--- src/rtl/lsu_vam.sv ---
// lsu_vam: load/store unit between the core memory stage and the
// variable-access-mode data memory. One request at a time; aligned
// accesses take a single memory cycle, misaligned ones are split into
// little-endian byte accesses. Load data is sign/zero-extended on return.
module lsu_vam (
  input  logic        clk,
  input  logic        reset,
  input  logic        req_valid,
  output logic        req_ready,
  input  logic        req_we,
  input  logic [2:0]  req_funct3,
  input  logic [31:0] req_addr,
  input  logic [31:0] req_wdata,
  output logic        resp_valid,
  output logic [31:0] resp_rdata,
  output logic        resp_err,
  output logic [1:0]  mem_accessmode,
  output logic        mem_we,
  output logic [31:0] mem_a,
  output logic [31:0] mem_wd,
  input  logic [31:0] mem_rd
);

  typedef enum logic [1:0] {
    IDLE = 2'd0,
    ACC  = 2'd1,
    RESP = 2'd2
  } state_t;

  localparam logic [1:0] MODE_BYTE = 2'b00;
  localparam logic [1:0] MODE_WORD = 2'b10;

  state_t      state;
  logic [1:0]  cnt;
  logic [1:0]  cnt_inc;
  logic        we_q;
  logic [2:0]  f3_q;
  logic [31:0] addr_q;
  logic [31:0] wdata_q;
  logic [31:0] buf_q;
  logic [31:0] buf_nxt;
  logic        mis_q;
  logic        mem_we_q;
  logic        req_fire;
  logic        req_ill;
  logic        req_mis;
  logic        acc_last;

  // Illegal codes: 011, 110, 111, and the unsigned-load codes used as stores.
  function automatic logic illegal_f3(input logic we, input logic [2:0] f3);
    return (f3 == 3'b011) || (f3[2:1] == 2'b11) || (we && f3[2]);
  endfunction

  // Size code 00 = byte (never misaligned), 01 = half, 10 = word.
  function automatic logic misaligned(input logic [1:0] sz, input logic [1:0] a);
    logic m;
    m = 1'b0;
    case (sz)
      2'b01:   m = a[0];
      2'b10:   m = (a != 2'b00);
      default: m = 1'b0;
    endcase
    return m;
  endfunction

  // Index of the final byte of a split access (size-1).
  function automatic logic [1:0] last_byte(input logic [1:0] sz);
    logic [1:0] l;
    case (sz)
      2'b00:   l = 2'd0;
      2'b01:   l = 2'd1;
      default: l = 2'd3;
    endcase
    return l;
  endfunction

  function automatic logic [7:0] byte_sel(input logic [31:0] d, input logic [1:0] idx);
    logic [7:0] b;
    case (idx)
      2'd0:    b = d[7:0];
      2'd1:    b = d[15:8];
      2'd2:    b = d[23:16];
      default: b = d[31:24];
    endcase
    return b;
  endfunction

  // Sign- or zero-extend the assembled load value according to funct3.
  function automatic logic [31:0] extend_load(input logic [2:0] f3, input logic [31:0] d);
    logic [31:0] r;
    case (f3)
      3'b000:  r = {{24{d[7]}}, d[7:0]};
      3'b001:  r = {{16{d[15]}}, d[15:0]};
      3'b100:  r = {24'd0, d[7:0]};
      3'b101:  r = {16'd0, d[15:0]};
      default: r = d;
    endcase
    return r;
  endfunction

  assign req_fire = req_valid && req_ready;
  assign req_ill  = illegal_f3(req_we, req_funct3);
  assign req_mis  = misaligned(req_funct3[1:0], req_addr[1:0]);
  assign cnt_inc  = cnt + 2'd1;
  assign acc_last = !mis_q || (cnt == last_byte(f3_q[1:0]));

  // Write enable is dropped as soon as reset is seen, so an aborted split
  // store keeps only the bytes committed at earlier edges.
  assign mem_we = mem_we_q && !reset;

  // Load buffer update for the current ACC cycle: whole word when aligned,
  // otherwise the byte lane selected by cnt.
  always_comb begin
    buf_nxt = buf_q;
    if (state == ACC && !we_q) begin
      if (!mis_q) begin
        buf_nxt = mem_rd;
      end else begin
        case (cnt)
          2'd0:    buf_nxt[7:0]   = mem_rd[7:0];
          2'd1:    buf_nxt[15:8]  = mem_rd[7:0];
          2'd2:    buf_nxt[23:16] = mem_rd[7:0];
          default: buf_nxt[31:24] = mem_rd[7:0];
        endcase
      end
    end
  end

  // Control FSM with registered request/response and memory-port outputs.
  always_ff @(posedge clk) begin
    if (reset) begin
      state          <= IDLE;
      cnt            <= 2'd0;
      we_q           <= 1'b0;
      f3_q           <= 3'd0;
      addr_q         <= 32'd0;
      wdata_q        <= 32'd0;
      buf_q          <= 32'd0;
      mis_q          <= 1'b0;
      req_ready      <= 1'b1;
      resp_valid     <= 1'b0;
      resp_rdata     <= 32'd0;
      resp_err       <= 1'b0;
      mem_we_q       <= 1'b0;
      mem_accessmode <= MODE_WORD;
      mem_a          <= 32'd0;
      mem_wd         <= 32'd0;
    end else begin
      case (state)
        IDLE: begin
          if (req_fire) begin
            we_q      <= req_we;
            f3_q      <= req_funct3;
            addr_q    <= req_addr;
            wdata_q   <= req_wdata;
            mis_q     <= req_mis;
            cnt       <= 2'd0;
            buf_q     <= 32'd0;
            req_ready <= 1'b0;
            if (req_ill) begin
              state      <= RESP;
              resp_valid <= 1'b1;
              resp_err   <= 1'b1;
              resp_rdata <= 32'd0;
            end else begin
              state          <= ACC;
              mem_we_q       <= req_we;
              mem_a          <= req_addr;
              mem_accessmode <= req_mis ? MODE_BYTE : req_funct3[1:0];
              mem_wd         <= req_mis ? {24'd0, req_wdata[7:0]} : req_wdata;
            end
          end
        end
        ACC: begin
          buf_q <= buf_nxt;
          if (acc_last) begin
            state          <= RESP;
            mem_we_q       <= 1'b0;
            mem_accessmode <= MODE_WORD;
            mem_a          <= 32'd0;
            mem_wd         <= 32'd0;
            resp_valid     <= 1'b1;
            resp_err       <= 1'b0;
            resp_rdata     <= we_q ? 32'd0 : extend_load(f3_q, buf_nxt);
          end else begin
            cnt    <= cnt_inc;
            mem_a  <= addr_q + {30'd0, cnt_inc};
            mem_wd <= {24'd0, byte_sel(wdata_q, cnt_inc)};
          end
        end
        RESP: begin
          state      <= IDLE;
          req_ready  <= 1'b1;
          resp_valid <= 1'b0;
          resp_err   <= 1'b0;
          resp_rdata <= 32'd0;
        end
        default: begin
          state     <= IDLE;
          req_ready <= 1'b1;
        end
      endcase
    end
  end

endmodule

--- config.mk ---
export PLATFORM = sky130hd
export DESIGN_NAME = lsu_vam
export DESIGN_NICKNAME = d
export VERILOG_FILES = /design/src/rtl/lsu_vam.sv
export SDC_FILE = /design/constraint.sdc
export NUM_CORES = 1
export LEC_CHECK = 0
export CELL_PAD_IN_SITES_DETAIL_PLACEMENT = 1
export CELL_PAD_IN_SITES_GLOBAL_PLACEMENT = 2
export CORE_MARGIN = 1.5
export CORE_UTILIZATION = 32
export DETAILED_ROUTE_END_ITERATION = 16
export PLACE_DENSITY = 0.93
export SLEW_MARGIN = 5
export SYNTH_ARGS = -nofsm -noshare
export SYNTH_HDL_FRONTEND = slang
export SYNTH_SLANG_ARGS = --single-unit
--- constraint.sdc ---
create_clock -name clk -period 3.8 [get_ports clk]
set_input_delay 0.76 -clock clk [delete_from_list [all_inputs] [get_ports clk]]
set_output_delay 0.76 -clock clk [all_outputs]
set_load 0.01 [all_outputs]
; ---- Word-level counts from Yosys, hierarchy flattened
; Cells that the tools add are included.
[classes]
add_sub_neg = 2
n_eq_ne = 20
muxes = 48
n_bitwise = 1
reduce_logical = 27
[ops]
columns = op, count
row1 = $mux W32, 13
row2 = $pmux W32 S2, 3
row3 = $pmux W32 S4, 1
row4 = $pmux W32 S3, 1
row5 = $mux W8, 5
row6 = $add A32 B2 Y32, 1
row7 = $pmux W8 S3, 1
row8 = $mux W2, 8
row9 = $pmux W2 S2, 4
row10 = $eq A2 B1 Y1 const B, 5
row11 = $eq A2 B2 Y1 const B, 5
row12 = $ne A2 B2 Y1 const B, 5
row13 = $logic_not A2 Y1, 4
row14 = $reduce_and A2 Y1, 4
row15 = $reduce_and A4 Y1, 2
row16 = $mux W1, 7
row17 = $eq A3 B3 Y1 const B, 2
row18 = $pmux W1 S2, 3
row19 = $pmux W1 S3, 2
row20 = $reduce_and A3 Y1, 2
row21 = $logic_and A1 B1 Y1, 4
row22 = $reduce_bool A2 Y1, 2
row23 = $eq A3 B1 Y1 const B, 1
row24 = $eq A3 B2 Y1 const B, 1
row25 = 8 further kinds, 12
[word_totals]
reg_bits = 207
inputBits = 103
out_inout_bits = 102

; ---- Depth between registers and ports, before layout
[depth]
word_depth = 9
mapped_depth = 10

; ---- Worst setup path after synthesis
; Ideal clock, no wire load.
[synth_path]
path_type = register -> register
startpoint = reg cnt[0]
endpoint = reg mem_a[11]
arrival_ns = 2.441
required_time_ns = 3.677
slack_ns = 1.236
stages_incl_launch_ff = 9
path_buffers = 0
path_cell_list = dfxtp_1 -> inv_1 -> ha_1 -> ha_1 -> a21oi_1 -> or4b_2 -> xnor2_1 -> a221oi_1 -> nor2_1
[synth_between]
elab_chain_len = 4
[synth_rtl]
columns = element, line
row1 = "start, declared", 34  ; logic [1:0] cnt;
row2 = "start signal, assigned", 186  ; cnt <= cnt_inc;
row3 = $add A2 B1 Y2 or $eq A2 B2 Y1 (tied branches), "104, 105"
row4 = $add A32 B2 Y32 or $logic_or A1 B1 Y1 (tied branches), "187, 105"
row5 = $mux W32 *, 176  ; if (acc_last) begin
row6 = $pmux W32 S2 *, 149  ; case (state)
row7 = "end signal, assigned", 168  ; mem_a <= req_addr;
row8 = "end signal, assigned", 187  ; mem_a <= addr_q + {30'd0, cnt_inc};
row9 = "end, declared", 19  ; output logic [31:0] mem_a,
; Every way passes the cells marked *; elsewhere a longest branch is shown, timed or not.
; A chain may end at the register's enable or synchronous reset.

; ---- Worst setup path after layout
[layout_path]
startpoint = reg f3_q[1]
endpoint = reg resp_rdata[23]
[layout_between]
elab_chain_len = 6
[layout_rtl]
columns = element, line
row1 = "start, declared", 37  ; logic [2:0] f3_q;
row2 = "start signal, assigned", 153  ; f3_q <= req_funct3;
row3 = $eq A2 B1 Y1 or $logic_not A2 Y1 (tied branches), 69  ; case (sz)
row4 = $pmux W2 S2, 69
row5 = $eq A2 B2 Y1, 105  ; assign acc_last = !mis_q || (cnt == last_byte(f3_q[1:0]));
row6 = $logic_or A1 B1 Y1, 105
row7 = $ne A2 B2 Y1 (no line), -
row8 = $reduce_and A4 Y1 (no line), -
row9 = "end signal, assigned", 184  ; resp_rdata <= we_q ? 32'd0 : extend_load(f3_q, buf_nxt);
row10 = "end, declared", 15  ; output logic [31:0] resp_rdata,
; Parallel ways exist; a longest one is shown, timed or not. The select of a mux whose other input is x is not followed.

==> summary.txt <==
GRT
  • First-pass GRT wire length: 53500 µm
  • GRT overflow: 0
  • Vias in the first global route: 9676
  • Largest net degree at the start of global routing: 79
  • GRT Total Usage: 21.4%
  • Initial antenna violation count: 3

Yosys
  • Synth Area in Compound Gates: 27.0%
  • Yosys cell types: 68
  • Mapped Cells: 1151
  • Synth Area in Simple Gates: 18.3%
  • Ys Warns: 0
  • Largest family of logic cells by synthesized area: compound AO/OA/AOI/OAI gates
  • Post-synthesis mux area share: 2.61%
  • Main synth FF type: dfxtp_1
  • Asr flop ratio synth: 0%
  • Syn Area/Cell: 8.28 µm²
  • Post-synthesis adder-cell area fraction: 2.05%
  • Post-synthesis net count: 1269
  • Post-synthesis sequential area ratio: 43.5%
  • Mapped cell area: 9530 µm²
  • EDFF count, synth: 0
  • Synth Register Bits: 207
  • Xor/xnor share of the synthesized area: 1.93%

Drt
  • Post-DRT Antenna Nets: 0
  • DRT Pass-1 Iters: 5
  • Iteration-0 DRC Markers: 697
  • Routed wire length: 33100 µm
  • Drt drc: 0
  • Mean number of vias per cell: 5.48
  • Vias: 9414
  • Wirelength per Cell: 19.3 µm

Clock tree
  • Hold-fix buffers, CTS: 0
  • Worst-path clk slew: 0.06 ns
  • PostCTS Resize Cnt: 0
  • Worst-Skew Late Latency: 0.52 ns
  • CTS tree: built
  • Clk root buf: clkbuf_16
  • Post-CTS setup repair buffer count: 0
  • H-tree lvl count: 1
  • Cts bufs inserted: 25
  • CTS sink cnt: 207
  • Clock Path Buffers: 3

Finish
  • Multi-input logic area: 4970 µm²
  • Final core occ: 43.2%
  • Most frequent cells in the layout: dfxtp_1, clkdlybuf4s50_1, nand2_1
  • Most common cell after layout, fill and taps aside: dfxtp_1
  • Fin nets: 1426
  • Share of cells above drive strength 1: 8.29%
  • Layout area overhead: 33.6%
  • Filler cell count: 3462
  • Reg area: 4140 µm²

STA
  • Final Max Slew Viols: 0
  • Setup Viol. Count Final: 0
  • Final setup TNS: 0 ns
  • RSZ-0062 raised after global routing: false
  • Fin Hold WS: 0.456 ns
  • Hold Fails Final Rpt: 0
  • Final min period: 3.21 ns
  • Relative slew margins: 20.8%
  • Worst Clk Skew: 0.0107 ns
  • Maximum clock frequency: 312 MHz
  • Final period util: 84.4%
  • Slew of the pin with the lowest slew margin: 1.19 ns

Min path
  • Min-Delay Startpoint: wdata_q[6]
  • Hold path depth: 2
  • Hold Path End: wdata_q[6]
  • Hold Path Class: flip-flop to flip-flop

Worst setup path
  • Crit Path Class: flip-flop to flip-flop
  • WP data arrival: 3.67 ns
  • FF-to-FF Start: f3_q[1]
  • R2R setup slack: 0.59 ns
  • Startpoint Class: flip-flop
  • Critical path peak fanout: 23
  • Crit path max-delay family: compound AO/OA/AOI/OAI gates
  • Critical path, cell by cell: a311oi_2 -> a2111oi_4 -> and2_0 -> a32o_1
  • Slowest-stage cell, CP: and2_0
  • Worst path buffer plus inverter count: 0
  • Worst EP required: 4.26 ns
  • R2r endpoint: resp_rdata[23]
  • CP endpoint kind: flip-flop
  • Cell count of the worst reg-to-reg path: 4
  • Critical Path Max Stage Delay: 0.97 ns

Power and ir drop
  • Leakage: 4.42 nW
  • Total chip power: 0.00706 W
  • Power Density: 554 nW/µm²
  • Max VDD drop: 0.000303 V

Floorplanning
  • Initial Utilization: 32.3%
  • Chip width: 176 µm
  • Die height: 176 µm
  • Core box area: 29500 µm²
  • # rows: 63
  • Die ar.: 30800 µm²
  • Ports: 205

Placed design
  • Placer Congestion: 0.823
  • Post-detail-place hpwl: 22500 µm
  • Port Buf Inserts: 204

Run
  • Max-Cap Viols: 0

Run status
  • Status: finished, final reports clean
==> registers in the layout, indices dropped and copies added, names as in the netlist <==
name            count
req_ready           1
mem_wd             32
mem_a              32
state               2
resp_valid          1
we_q                1
buf_q              32
wdata_q            32
cnt                 2
addr_q             32
f3_q                3
mem_we_q            1
mis_q               1
resp_err            1
resp_rdata         32
mem_accessmode      2
==> through the flow <==
step / setup slack, ns / area [µm²] / instances
after floorplan: 1.24 / 9530 / 1151
final: 0.593 / 12700 / 1718
after global placement: 0.345 / 11900 / 1671
after detailed placement: 0.229 / 11900 / 1671
after CTS: 0.637 / 12700 / 1717
after global routing: 0.400 / 12700 / 1718
==> worst max path at each step <==
stage          slack, ns  depth (start not counted)              to          start
5_1_grt             0.40                          4  resp_rdata[28]        f3_q[1]
3_5_place_dp        0.23                          7  resp_rdata[28]  req_funct3[1]
3_3_place_gp        0.35                          7  resp_rdata[29]  req_funct3[1]
4_1_cts             0.64                          5  resp_rdata[17]        f3_q[1]
6_report            0.59                          4  resp_rdata[23]        f3_q[1]
2_1_floorplan       1.24                          8       mem_a[11]         cnt[0]
==> kinds of logic (layout without fill, tap and decap cells) <==
group	after synthesis	in the layout
adder cells (fa/ha/maj)	15	15
buffers and inverters	112	288
AO/OA/AOI/OAI	377	377
multiplexers	24	24
XOR/XNOR	21	21
flip-flops	207	207
AND/OR/NAND/NOR	395	395
other	0	1
==> routing by layer <==
layer / routed length, µm / share of wire (%) / vias up / GRT usage, %
met3: 1910 / 5.8 / 57 / 4.61
li1: - / - / 4469 / -
met2: 15300 / 46 / 243 / 35.1
met1: 15000 / 45 / 4641 / 28.3
met4: 873 / 2.6 / 4 / 6.09
met5: 25 / 0.075 / - / 0
==> where the power goes <==
| part | switching [W] | internal, W |
|---|---|---|
| clock network | 0.000950 | 0.00148 |
| logic | 0.00112 | 0.000845 |
| registers | 0.000213 | 0.00245 |
==> cell type report <==
| cell class | instances | share of cell area (%) |
|---|---|---|
| clock inverters | 8 | 0.756 |
| clock buffers | 38 | 5.84 |
| well taps | 390 | 3.83 |
| flip-flops and latches | 207 | 32.5 |
| diodes | 1 | 0.0196 |
| inverters | 15 | 0.442 |
| multi-input cells | 832 | 39.0 |
| repair buffers | 227 | 17.6 |
==> cell usage after synthesis, types with 11 or more instances <==
cell type	instances	area (µm²)
a31o_2	19	166
inv_1	15	56.3
clkbuf_1	77	289
ha_1	14	175
a221oi_1	20	175
a32o_1	16	160
nand3_1	16	80.1
a22oi_1	48	360
nor4_1	13	81.3
o21ai_0	63	315
mux2i_1	17	170
nand2b_1	12	75.1
nand4_1	11	68.8
xnor2_1	18	158
nand2_1	173	649
dfxtp_1	207	4140
a21oi_1	126	631
nor2_1	122	458
==> worst register-to-register path, cell delays in order, from the launching register on <==
cell and delay (ns):
dfxtp_1 0.96, a311oi_2 0.39, a2111oi_4 0.50, and2_0 0.97, a32o_1 0.31
Note: power is estimated with default switching activity, not from simulation.
